File: src/rtl/mem_if_pkg.sv
// Shared types and limits for the processor-to-cache handshake controller.
package mem_if_pkg;

    localparam int MAX_DCH = 4;

    typedef enum logic [1:0] {
        IDLE,
        REQ,
        REL
    } dch_state_t;

    typedef enum logic [1:0] {
        I_IDLE,
        I_REQ,
        I_REL
    } ich_state_t;

endpackage

File: src/rtl/mem_ch_fsm.sv
// One data-channel request/ready/release handshake FSM. With MEMIF_TIMEOUT_EN
// defined, a REQ that sees no data_ready for TIMEOUT_CYC cycles is aborted.
module mem_ch_fsm
    import mem_if_pkg::*;
#(
    parameter int RELEASE_CYC = 1,
`ifdef MEMIF_TIMEOUT_EN
    parameter int TIMEOUT_CYC = 64,
`endif
    parameter int CNT_W       = 8
) (
    input  logic clk,
    input  logic rst,
    input  logic memop,
    input  logic memwr,
    input  logic data_ready,
    output logic data_read,
    output logic data_write,
    output logic data_done,
    output logic data_err,
    output logic freeze
);

    localparam logic [CNT_W-1:0] REL_LOAD = CNT_W'(RELEASE_CYC);

    dch_state_t       state_q, state_d;
    logic             wr_q, wr_d;
    logic [CNT_W-1:0] rel_cnt_q, rel_cnt_d;

`ifdef MEMIF_TIMEOUT_EN
    // The counter holds the REQ cycles already completed, so the abort lands
    // in the TIMEOUT_CYC-th cycle of REQ.
    localparam logic [CNT_W-1:0] TO_LAST = CNT_W'(TIMEOUT_CYC - 1);
    logic [CNT_W-1:0] to_cnt_q, to_cnt_d;
`endif

    // NOTE: every output and next-state value gets a default before the case,
    // so no path through this block can leave a signal unassigned (no latch).
    always_comb begin
        state_d    = state_q;
        wr_d       = wr_q;
        rel_cnt_d  = rel_cnt_q;
        data_read  = 1'b0;
        data_write = 1'b0;
        data_done  = 1'b0;
        data_err   = 1'b0;
        freeze     = 1'b0;
`ifdef MEMIF_TIMEOUT_EN
        to_cnt_d   = to_cnt_q;
`endif
        case (state_q)
            IDLE: begin
                data_read  = memop & ~memwr;
                data_write = memop & memwr;
                freeze     = memop;
                if (memop) begin
                    state_d  = REQ;
                    wr_d     = memwr;
`ifdef MEMIF_TIMEOUT_EN
                    to_cnt_d = '0;
`endif
                end
            end
            REQ: begin
                data_read  = ~wr_q;
                data_write = wr_q;
                freeze     = ~data_ready;
                if (data_ready) begin
                    data_done = 1'b1;
                    state_d   = REL;
                    rel_cnt_d = REL_LOAD;
                end
`ifdef MEMIF_TIMEOUT_EN
                else if (to_cnt_q == TO_LAST) begin
                    data_err  = 1'b1;
                    state_d   = REL;
                    rel_cnt_d = REL_LOAD;
                end else begin
                    to_cnt_d = to_cnt_q + CNT_W'(1);
                end
`endif
            end
            REL: begin
                rel_cnt_d = (rel_cnt_q != '0) ? rel_cnt_q - CNT_W'(1) : '0;
                if (rel_cnt_q <= CNT_W'(1)) begin
                    state_d = IDLE;
                end
            end
            default: state_d = IDLE;
        endcase

        // A reset cycle abandons any access: nothing reaches the cache or pipeline.
        if (rst) begin
            data_read  = 1'b0;
            data_write = 1'b0;
            data_done  = 1'b0;
            data_err   = 1'b0;
            freeze     = 1'b0;
        end
    end

    // NOTE: state registers use non-blocking assignments so every flop samples
    // the pre-edge values, independent of block evaluation order.
    always_ff @(posedge clk) begin
        if (rst) begin
            state_q   <= IDLE;
            wr_q      <= 1'b0;
            rel_cnt_q <= '0;
`ifdef MEMIF_TIMEOUT_EN
            to_cnt_q  <= '0;
`endif
        end else begin
            state_q   <= state_d;
            wr_q      <= wr_d;
            rel_cnt_q <= rel_cnt_d;
`ifdef MEMIF_TIMEOUT_EN
            to_cnt_q  <= to_cnt_d;
`endif
        end
    end

endmodule

File: src/rtl/mem_handshake_ctrl.sv
// Processor-to-cache handshake controller: one I-fetch channel and NUM_DCH data
// channels. Optional request timeout is enabled by defining MEMIF_TIMEOUT_EN.
module mem_handshake_ctrl
    import mem_if_pkg::*;
#(
    parameter int NUM_DCH     = 2,
    parameter int RELEASE_CYC = 1,
    parameter int TIMEOUT_CYC = 64,
    parameter int CNT_W       = 8
) (
    input  logic               clk,
    input  logic               rst,
    input  logic [NUM_DCH-1:0] memop,
    input  logic [NUM_DCH-1:0] memwr,
    input  logic [NUM_DCH-1:0] data_ready,
    output logic [NUM_DCH-1:0] data_read,
    output logic [NUM_DCH-1:0] data_write,
    output logic [NUM_DCH-1:0] data_done,
    output logic [NUM_DCH-1:0] data_err,
    input  logic               inst_ready,
    output logic               inst_read,
    output logic               inst_done,
    output logic               stall
);

    if (NUM_DCH < 1 || NUM_DCH > MAX_DCH || RELEASE_CYC < 1 ||
        (1 << CNT_W) <= RELEASE_CYC || (1 << CNT_W) <= TIMEOUT_CYC) begin : g_param_check
        $error("mem_handshake_ctrl: parameter out of range");
    end

    logic [NUM_DCH-1:0] ch_freeze;
    logic               freeze;

    for (genvar g = 0; g < NUM_DCH; g++) begin : g_ch
        mem_ch_fsm #(
            .RELEASE_CYC (RELEASE_CYC),
`ifdef MEMIF_TIMEOUT_EN
            .TIMEOUT_CYC (TIMEOUT_CYC),
`endif
            .CNT_W       (CNT_W)
        ) u_ch (
            .clk        (clk),
            .rst        (rst),
            .memop      (memop[g]),
            .memwr      (memwr[g]),
            .data_ready (data_ready[g]),
            .data_read  (data_read[g]),
            .data_write (data_write[g]),
            .data_done  (data_done[g]),
            .data_err   (data_err[g]),
            .freeze     (ch_freeze[g])
        );
    end

    // A data access that is starting or still waiting shuts down I-fetch.
    assign freeze = |ch_freeze;
    assign stall  = ~rst & (|(memop & ~data_done));

    ich_state_t i_state_q, i_state_d;

    always_comb begin
        i_state_d = i_state_q;
        inst_read = 1'b0;
        inst_done = 1'b0;
        case (i_state_q)
            I_IDLE: begin
                if (!freeze) begin
                    i_state_d = I_REQ;
                end
            end
            I_REQ: begin
                inst_read = 1'b1;
                if (inst_ready) begin
                    inst_done = 1'b1;
                    i_state_d = I_REL;
                end else if (freeze) begin
                    i_state_d = I_IDLE;
                end
            end
            I_REL:   i_state_d = I_IDLE;
            default: i_state_d = I_IDLE;
        endcase

        if (rst) begin
            inst_read = 1'b0;
            inst_done = 1'b0;
        end
    end

    always_ff @(posedge clk) begin
        if (rst) begin
            i_state_q <= I_IDLE;
        end else begin
            i_state_q <= i_state_d;
        end
    end

endmodule

File: config.mk
export PLATFORM = sky130hd
export DESIGN_NAME = mem_handshake_ctrl
export DESIGN_NICKNAME = d
export VERILOG_FILES = /design/src/rtl/mem_if_pkg.sv /design/src/rtl/mem_ch_fsm.sv /design/src/rtl/mem_handshake_ctrl.sv
export SDC_FILE = /design/constraint.sdc
export NUM_CORES = 1
export LEC_CHECK = 0
export CORE_UTILIZATION = 45
export DETAILED_ROUTE_END_ITERATION = 6
export PLACE_DENSITY = 0.7
export SYNTH_ARGS = -nofsm -noshare
export SYNTH_HDL_FRONTEND = slang
export SYNTH_HIERARCHICAL = 1
export SYNTH_SLANG_ARGS = --single-unit
File: constraint.sdc
create_clock -name clk -period 1.4 [get_ports clk]
set_input_delay 0.28 -clock clk [delete_from_list [all_inputs] [get_ports clk]]
set_output_delay 0.28 -clock clk [all_outputs]
set_load 0.01 [all_outputs]
======== Yosys cells after proc, flatten, opt, wreduce, memory -nomap -nowiden ========
Index checks and enable logic that the tools add are counted.
storage, ports and cells
  bits in registers ....................... 24
  input bits .............................. 9
operators by class
  mux-type cells .......................... 41
  bitwise gates (word level) .............. 14
  add/sub/neg operators ................... 2
  equality and inequality tests ........... 13
  reduce and logical (&&, ||, !) cells .... 16
  $lt $le $gt $ge ......................... 2
operators with widths
  kind                   number
  $mux W8                4
  $pmux W8 S2            2
  $mux W2                9
  $mux W1                17
  $le A8 B1 Y1 const B   2
  $reduce_bool A8 Y1     2
  $sub A8 B1 Y8 const B  2
  $pmux W1 S2            6
  $pmux W2 S3            2
  $ne A2 B2 Y1 const B   5
  $reduce_and A2 Y1      5
  $not A1 Y1             7
  $eq A2 B1 Y1 const B   3
  $logic_not A2 Y1       3
  $reduce_and A3 Y1      2
  $and A1 B1 Y1          5
  $eq A2 B2 Y1 const B   2
  $ne A2 B1 Y1 const B   2
  $pmux W2 S2            1
  $reduce_bool A2 Y1     2
  $reduce_or A2 Y1       2
  $ne A3 B3 Y1 const B   1
  $and A2 B2 Y2          1
  $not A2 Y2             1

======== Longest topological paths before layout ========
Gate-level depths: netlist (run 1).
  word-level depth ........................ 7
  depth in mapped cells ................... 6
  mapped depth without buffers ............ 6

======== Cells and area by module ========
Netlist (run 1), hierarchy kept.
by module, submodules not included
  module              seq. area each (sq um)  cells an instance  area an instance (sq um)  times used
  mem_ch_fsm          220.2                   82                 683.2                     2
  mem_handshake_ctrl  40.0                    11                 91.3                      1

======== Least setup slack after synthesis (run 1) ========
OpenSTA, ideal clock, no wires.
  kind .................................... register -> register
  start ................................... register g_ch[0].u_ch.rel_cnt_q[0]
  end ..................................... register g_ch[0].u_ch.rel_cnt_q[6]
  slack ................................... -128 ps
  data arrival time ....................... 1411 ps
  cell stages (with the launch flop) ...... 7
  period minus slack after synthesis ...... 1528 ps
  required time ........................... 1283 ps
  setup time .............................. 117 ps
  path through ............................ dfxtp_1 inv_1 ha_1 or3b_1 nor3_1 o21ai_1 a22o_1
between the ends
  cells in the longest elaborated chain, start to end .. 3
  elaborated cells between the ends (all ways) .. 4
  those cells by class .................... add/sub (1); mux (2); reduce/logical (1)
RTL lines
  item                                                        RTL line           text
  start, declared                                             mem_ch_fsm.sv:28   logic [CNT_W-1:0] rel_cnt_q, rel_cnt_d;
  start signal, assigned                                      mem_ch_fsm.sv:115  rel_cnt_q <= rel_cnt_d;
  $sub A8 B1 Y8 / $reduce_bool A8 Y1 (equally long branches)  mem_ch_fsm.sv:84   rel_cnt_d = (rel_cnt_q != '0) ? rel_cnt_q - CNT_W'(1) : '0;
  $mux W8 (*)                                                 mem_ch_fsm.sv:84
  $pmux W8 S2 (*)                                             mem_ch_fsm.sv:51   case (state_q)
Every way passes the cells marked *; elsewhere a longest branch is shown, timed or not.
A chain may end at the register's enable or synchronous reset.

======== Worst setup path after layout (run 1) ========
  start ................................... register g_ch[1].u_ch.state_q[0]
  end ..................................... output port stall
between the ends
  cells in the longest elaborated chain, start to end .. 7
RTL lines
  item                    RTL line                  text
  start, declared         mem_ch_fsm.sv:26          dch_state_t state_q, state_d;
  start signal, assigned  mem_ch_fsm.sv:113         state_q <= state_d;
  $eq A2 B1 Y1            mem_ch_fsm.sv:51
  $mux W1                 mem_ch_fsm.sv:51
  $mux W1                 mem_ch_fsm.sv:93          if (rst) begin
  $not A2 Y2              mem_handshake_ctrl.sv:57  assign stall = ~rst & (|(memop & ~data_done));
  $and A2 B2 Y2           mem_handshake_ctrl.sv:57
  $reduce_or A2 Y1        mem_handshake_ctrl.sv:57
  $and A1 B1 Y1           mem_handshake_ctrl.sv:57
  end, declared           mem_handshake_ctrl.sv:23  output logic stall
Every way passes these cells.

==> flow_metrics.py, run 1 <==
metrics = {
    "pwr": {
        "peakVddDrop_v": 0.0008680,
        "p_leak_uw": 0.0009642,
        "power_density_mw_per_mm2": 1188,
    },
    "die": {
        "rows": 20,
        "start_util_pct": 47.75,
        "core-area_mm2": 0.003053,
        "die_x_um": 58.92,
        "die-height_um": 58.92,
        "die_area_mm2": 0.003471,
        "io-pin-count": 20,
    },
    "detailed_routing": {
        "routed_wl_mm": 3.621,
        "avgViaCountPerCell": 5.219,
        "num_vias": 1477,
        "drc": 0,
        "dr.pass1.iters": 4,
        "post_drt_wl_per_cell_um": 12.80,
        "ant_nets": 0,
        "drt_iter0_markers": 35,
    },
    "setup_path": {
        "path_class": "flop to output port",
        "critPathLaunchType": "flop",
        "worstPathMaxFanout": 6,
        "cp-end-kind": "output port",
        "cp_data_arrival_time_ps": 1230,
        "crit_required_ps": 1120,
    },
    "synth": {
        "syn-cell-area_mm2": 0.001458,
        "synth_cell_types": 37,
        "synthArstFlopShare_pct": 0,
        "netlist.area_leader.share_pct": 32.96,
        "syn_area_per_cell_um2": 8.329,
        "yosys_warnings": 6,
        "ys_top_cells_by_area": "dfxtp_1 (33%), nor2_1 (5.7%), nor3_1 (5.5%)",
        "synthTopCellsByCount": "dfxtp_1 (24), nor2_1 (22), nor3_1 (16)",
        "ys_ff_latch": 24,
        "seq_area_frac_synth_pct": 32.96,
        "synth_most_common_cell": "dfxtp_1",
        "synth-edff-count": 0,
        "yosysTopAreaCell": "dfxtp_1",
        "yosys_most_used_dff": "dfxtp_1",
        "synth_nets": 190,
        "synthCells": 175,
    },
    "clocking": {
        "cts_tree": "built",
        "clkSinkCount": 24,
        "clockBufferDepth": 2,
        "cts-root-buf": "clkbuf_4",
        "htreeDepth": 1,
        "cts_buffers": 3,
        "clk_pin_slew_ps": 140,
        "clk_latency_ps": 310,
    },
    "place": {
        "place_area_mm2": 0.001996,
        "dp_hpwl_mm": 2.594,
        "dp.cells": 270,
        "io_buffer_count": 17,
        "gp_congestion": 0.8018,
    },
    "grt": {
        "grt_pass1_vias": 1404,
        "grtUsageTotal_pct": 21.71,
        "grt_pass1_wl_mm": 5.844,
        "grt_antenna_before_repair": 0,
        "overflow": 0,
        "grt_max_degree": 15,
    },
    "sta": {
        "fin_crit_sh_pct": 108.2,
        "final-max-slew-violation-count": 0,
        "rsz0062_at_grt": "yes",
        "fin_crit_ps": 1514,
        "hold_slack_ps": 293.2,
        "hold_viol_final": 0,
        "clock.fmax_mhz": 660.4,
        "worst_slack_ps": -114.2,
        "skew_ps": 9.966,
        "setup_violations": 18,
    },
    "outcome": {
        "status": "complete, but fails checks",
        "violations": "negative setup slack",
    },
    "run": {
        "maxCapViolCount": 0,
    },
    "finish": {
        "fin_area_mm2": 0.002260,
        "multiInputGateArea_mm2": 0.001101,
        "nNetsFinal": 255,
        "syn_to_final_growth_pct": 55.02,
        "seq_area_um2": 496.7,
        "layout.cells.non_filler": 283,
        "n_antenna_cell": 0,
        "drive_above_1_share_pct": 48.95,
        "n_fill_cell": 221,
    },
    "worst_hold_path": {
        "hold_path.class": "primary input to flop",
    },
}
[layer usage]
layer | routed length, µm | vias to the layer above | global-route usage, %
li1 | - | 760 | -
met1 | 1733 | 692 | 28.85
met2 | 1765 | 23 | 37.34
met3 | 101 | 2 | 2.857
met4 | 20 | 0 | 5.102
met5 | 0 | - | 0
[critical path: stages, from the launching register on]
cell and delay, ps:
dfxtp_4 410, nand2_4 60, nor3_4 130, nand2b_4 150, a21oi_2 40, buf_2 130
[path summary, 6_finish.rpt]
check	startpoint	endpoint	slack, ps	cells past startpoint
worst max register to register	g_ch[1].u_ch/rel_cnt_q[0]	g_ch[1].u_ch/rel_cnt_q[7]	-100	7
worst min register to register	i_state_q[0]	i_state_q[0]	440	1
worst max-delay path	g_ch[1].u_ch/state_q[0]	stall	-110	5
worst min-delay path	inst_ready	i_state_q[0]	290	2
[logic make-up after synthesis]
kind of cell / synth area share [%]
compound gates: 23.69
xor+xnor: 1.202
fa+ha+maj: 5.150
buf+inv: 5.322
flops: 32.96
mux: 1.373
other cells: 0.5152
simple gates: 29.79
[cell type report]
cell class / count / area share (%)
tap: 44 / 2.436
multi-input combinational: 135 / 48.73
inverter: 8 / 1.772
timing repair buffer: 68 / 22.76
clock buffer: 3 / 0.9967
sequential: 24 / 21.98
clock inverter: 1 / 1.329
[report_power, final]
group	leakage (µW)	switching [µW]	internal, µW
registers	0.000200	132	777
logic	0.000736	585	684
clock network	0.0000279	215	289
total	0.000964	932	1750
[metrics by stage]
| step | power (µW) | utilization, % | setup WS [ps] | TNS (ps) |
|---|---|---|---|---|
| 2_1_floorplan | 1549 | - | -14.20 | -28.41 |
| 3_3_place_gp | 1945 | 65.37 | -565.7 | -8702 |
| 3_5_place_dp | 1988 | 65.37 | -589.0 | -9286 |
| 4_1_cts | 2572 | 70.04 | -167.2 | -1123 |
| 5_1_grt | 2849 | 74.02 | -173.2 | -2467 |
| 6_report | 2684 | 74.02 | -114.2 | -852.6 |
[state kept, by name, indices dropped and copies added (netlist names)]
name	cells
g_ch.u_ch/rel_cnt_q	16
g_ch.u_ch/state_q	4
g_ch.u_ch/wr_q	2
i_state_q	2
[placed cells by master, fill, tap and decap left out, drive strengths merged, types with 4 or more instances in the layout]
cell type and instances:
a31oi 6, o21ai 8, a211oi 4, clkbuf 4, nor2 22, dfxtp 24, ha 6, dlygate4sd2 7
nand2b 8, buf 60, o211ai 4, nand2 11, a22oi 4, a21oi 14, nor3 18, inv 8
[what timing repair did]
action                                  CTS  global route
resized for setup                        72            24
pin swaps                                22            22
endpoints found under the setup margin   22            27
hold buffers                              0             0
buffers inserted                          6             4
Note: power is estimated with default switching activity, not from simulation.
==> run 2: changes to the inputs <==
--- a/config.mk
+++ b/config.mk
@@ -10,2 +10,3 @@
 export PLACE_DENSITY = 0.7
+export SKIP_CTS_REPAIR_TIMING = 1
 export SYNTH_ARGS = -nofsm -noshare
--- a/constraint.sdc
+++ b/constraint.sdc
@@ -3,2 +3,2 @@
 set_output_delay 0.28 -clock clk [all_outputs]
-set_load 0.01 [all_outputs]
+set_load 0.05 [all_outputs]
==> flow_metrics.py, run 2 (synthesis gave the netlist of run 1 again) <==
metrics = {
    "outcome": {
        "status": "complete, but fails checks",
        "violations": "negative setup slack",
    },
    "place": {
        "place_ws_ps": -365.1,
        "dp.cells": 265,
        "gp_congestion": 0.8680,
        "io_buffer_count": 17,
        "dp_hpwl_mm": 2.588,
    },
    "sta": {
        "setup_violations": 21,
        "fin_crit_ps": 1702,
        "hold_slack_ps": 203.2,
        "clock.fmax_mhz": 587.5,
        "final-max-slew-violation-count": 0,
        "finalSetupTns_ps": -2475,
        "worst_slack_ps": -302.1,
        "rsz0062_at_grt": "yes",
        "hold_viol_final": 0,
        "skew_ps": 19.37,
        "fin_crit_sh_pct": 121.6,
    },
    "detailed_routing": {
        "dr.pass1.iters": 4,
        "drt_iter0_markers": 97,
        "routed_wl_mm": 4.579,
        "ant_nets": 0,
        "num_vias": 1542,
        "post_drt_wl_per_cell_um": 16.77,
        "avgViaCountPerCell": 5.648,
        "drc": 0,
    },
    "finish": {
        "reg_top3": "g_ch.u_ch/rel_cnt_q: 16 flops, g_ch.u_ch/state_q: 4 flops",
        "multiInputGateArea_mm2": 0.001232,
        "seq_area_um2": 491.7,
        "n_antenna_cell": 0,
        "layout_commonest_cell": "buf_4",
        "syn_to_final_growth_pct": 72.19,
        "regMostFlops": "g_ch.u_ch/rel_cnt_q",
        "drive_above_1_share_pct": 54.59,
        "layout_common_cells": "buf_4 (32), nor2_1 (18), dfxtp_1 (15)",
        "layout.cells.non_filler": 273,
        "n_fill_cell": 166,
        "final_util_pct": 82.21,
        "largest_reg_flops": 16,
        "nNetsFinal": 245,
    },
    "grt": {
        "grt_pass1_wl_mm": 5.934,
        "grtUsageTotal_pct": 22.24,
        "grt_max_degree": 15,
        "overflow": 0,
        "grt_antenna_before_repair": 0,
        "grt_pass1_vias": 1362,
    },
    "clocking": {
        "clk_latency_ps": 320,
        "cts_tree": "built",
        "cts-root-buf": "clkbuf_4",
        "clockBufferDepth": 2,
        "cts_buffers": 3,
        "htreeDepth": 1,
        "clkSinkCount": 24,
        "clk_pin_slew_ps": 150,
    },
    "die": {
        "core-area_mm2": 0.003053,
        "start_util_pct": 47.75,
        "die-height_um": 58.92,
        "rows": 20,
        "io-pin-count": 20,
        "die_x_um": 58.92,
        "die_area_mm2": 0.003471,
    },
    "setup_path": {
        "crit_required_ps": 1120,
        "critPathLaunchType": "flop",
        "worstPathMaxFanout": 3,
        "cp-end-kind": "output port",
        "path_class": "flop to output port",
        "cp_data_arrival_time_ps": 1420,
    },
    "run": {
        "maxCapViolCount": 0,
    },
    "pwr": {
        "p_leak_uw": 0.001046,
        "power_density_mw_per_mm2": 1157,
        "peakVddDrop_v": 0.0007958,
    },
    "worst_hold_path": {
        "hold_path.class": "primary input to flop",
    },
}
run 2: cell type report:
class / instances / area share, %
timing repair buffer: 58 / 25.42
inverter: 8 / 1.595
clock buffer: 3 / 0.8973
clock inverter: 1 / 1.196
multi-input combinational: 135 / 49.10
sequential: 24 / 19.59
tap: 44 / 2.193
run 2: critical path, cell delays in order, from the launching register on:
cell and delay [ps]:
dfxtp_2 360, buf_4 150, nand2_4 80, nor3_4 40
nand2b_4 160, a21oi_4 160, buf_12 150
run 2: report_power, final:
part	total (µW)	switching, µW	internal, µW
combinational	1470	724	747
clock	512	222	289
sequential	922	144	778
total	2900	1090	1810
run 2: stage by stage:
| stage | power [µW] | instance area [µm²] |
|---|---|---|
| floorplan | 1636 | 1579 |
| global placement | 2076 | 2125 |
| detailed placement | 2122 | 2125 |
| CTS | 2651 | 2177 |
| global route | 3050 | 2510 |
| finish | 2904 | 2510 |
run 2: worst paths after layout:
| kind | start | end | slack, ps | cells after the start |
|---|---|---|---|---|
| worst min register to register | i_state_q[0] | i_state_q[0] | 480 | 1 |
| worst max-delay path | g_ch[0].u_ch/state_q[0] | stall | -300 | 6 |
| worst min-delay path | inst_ready | i_state_q[0] | 200 | 2 |
| worst max register to register | g_ch[1].u_ch/rel_cnt_q[0] | g_ch[1].u_ch/rel_cnt_q[6] | -110 | 6 |
run 2: metal layers:
layer  global-route usage, %  up-vias  wire (µm)
li1                        -      740          -
met1                   28.08      745       1954
met4                   8.844        0         72
met5                       0        -          0
met2                   38.80       51       2394
met3                   2.198        6        157
==> run 3: changes to the inputs <==
Settings changed: HOLD_SLACK_MARGIN set to 0.05, SKIP_CTS_REPAIR_TIMING 1 to unset.
==> flow_metrics.py, run 3 (synthesis gave the netlist of run 1 again) <==
metrics = {
    "sta": {
        "setup_violations": 20,
        "rsz0062_at_grt": "yes",
        "clock.fmax_mhz": 590.6,
        "final-max-slew-violation-count": 0,
        "finalSetupTns_ps": -2218,
        "hold_viol_final": 0,
        "fin_crit_ps": 1693,
        "fin_crit_sh_pct": 120.9,
        "skew_ps": 7.342,
        "worst_slack_ps": -293.1,
    },
    "finish": {
        "nNetsFinal": 250,
        "final_util_pct": 82.34,
        "regMostFlops": "g_ch.u_ch/rel_cnt_q",
        "drive_above_1_share_pct": 55.98,
        "fin_area_mm2": 0.002514,
        "largest_reg_flops": 16,
        "layout_common_cells": "buf_4 (37), nor2_1 (19), dfxtp_1 (14)",
        "reg_top3": "g_ch.u_ch/rel_cnt_q: 16 flops, g_ch.u_ch/state_q: 4 flops",
        "n_antenna_cell": 0,
        "syn_to_final_growth_pct": 72.45,
        "layout_commonest_cell": "buf_4",
    },
    "setup_path": {
        "startpoint": "g_ch[0].u_ch/state_q[0]",
        "reg2reg_depth": 6,
        "crit_required_ps": 1120,
        "max_stage_delay_ps": 410,
        "slowest_stage": "dfxtp_2",
        "crit_chain": "buf_6 > nor2b_4 > a21oi_2 > nor3_4 > buf_12",
        "reg2reg_from": "g_ch[1].u_ch/rel_cnt_q[0]",
        "rrSetupSlack_ps": -120,
        "cp_data_arrival_time_ps": 1410,
        "cp-end-kind": "output port",
        "critPathLaunchType": "flop",
        "path_class": "flop to output port",
        "worstPathMaxFanout": 5,
        "crit_end": "data_read[0]",
        "r2r-end": "g_ch[1].u_ch/rel_cnt_q[6]",
    },
    "place": {
        "place_area_mm2": 0.002125,
        "place_ws_ps": -365.1,
        "dp_hpwl_mm": 2.588,
        "gp_congestion": 0.8680,
        "io_buffer_count": 17,
    },
    "clocking": {
        "clockBufferDepth": 2,
        "clk_latency_ps": 320,
        "clkSinkCount": 24,
        "cts-root-buf": "clkbuf_4",
        "cts_buffers": 3,
        "holdBufCountCts": 0,
        "htreeDepth": 1,
        "cts_tree": "built",
        "clk_pin_slew_ps": 150,
    },
    "grt": {
        "grt_pass1_vias": 1474,
        "overflow": 0,
        "grt_pass1_wl_mm": 6.603,
        "grt_antenna_before_repair": 0,
        "grt_max_degree": 15,
        "grtUsageTotal_pct": 24.79,
    },
    "die": {
        "rows": 20,
        "io-pin-count": 20,
        "die_area_mm2": 0.003471,
        "start_util_pct": 47.75,
        "die-height_um": 58.92,
        "die_x_um": 58.92,
        "core-area_mm2": 0.003053,
    },
    "pwr": {
        "p_leak_uw": 0.001007,
        "power_density_mw_per_mm2": 1150,
        "p_total_uw": 2891,
        "peakVddDrop_v": 0.0008334,
    },
    "detailed_routing": {
        "drt_iter0_markers": 78,
        "ant_nets": 0,
        "avgViaCountPerCell": 5.576,
        "num_vias": 1550,
        "drc": 0,
        "dr.pass1.iters": 4,
        "routed_wl_mm": 4.634,
        "post_drt_wl_per_cell_um": 16.67,
    },
    "outcome": {
        "status": "complete, but fails checks",
        "violations": "negative setup slack",
    },
    "worst_hold_path": {
        "hold_path.class": "primary input to flop",
    },
    "run": {
        "maxCapViolCount": 0,
    },
}
## run 3: area by class of cell
class	instances	area (µm²)
Sequential cell	24	505.5
Fill cell	163	539.3
Tap cell	44	55.05
Timing Repair Buffer	63	625.6
Clock inverter	1	30.03
Multi-Input combinational cell	135	1235
Clock buffer	3	22.52
Inverter	8	40.04
## run 3: repair_timing
item | 4_1_cts | 5_1_grt
pin swaps | 27 | 28
endpoints found under the hold margin | 0 | 0
endpoints found under the setup margin | 24 | 27
resized for setup | 47 | 38
buffers inserted | 8 | 3
gates cloned | 0 | 0
## run 3: where the power goes
group | total, µW | internal, µW | switching [µW]
registers | 921 | 775 | 146
logic | 1450 | 745 | 709
clock network | 517 | 290 | 228
total | 2890 | 1810 | 1080
## run 3: layer usage
layer  up-vias  wire length (µm)  global-route usage, %
li1        755                 -                      -
met1       748              2049                  31.78
met2        37              2373                  42.05
met3        10               136                  2.637
met4         0                75                  10.88
met5         -                 0                      0
## run 3: worst min-delay path by stage
stage / cells past startpoint / slack (ps) / endpoint / from
finish: 2 / 360 / i_state_q[0] / inst_ready
global route: 2 / 360 / i_state_q[0] / inst_ready
CTS: 2 / 280 / i_state_q[0] / inst_ready
detailed placement: 1 / 450 / i_state_q[0] / i_state_q[0]
global placement: 1 / 430 / i_state_q[0] / i_state_q[0]
floorplan: 1 / 360 / i_state_q[1] / rst
## run 3: worst max-delay path, delay by kind of cell, from the launching register on
family	cells	cell delay, ps
compound gates	1	50
simple gates	2	320
flops	1	410
buf+inv	2	310
## run 3: per-stage QoR
step / hold slack [ps] / cells
4_1_cts: 281.5 / 276
3_3_place_gp: 433.2 / 265
6_report: 360.2 / 278
5_1_grt: 357.9 / 278
2_1_floorplan: 356.8 / 175
3_5_place_dp: 453.6 / 265
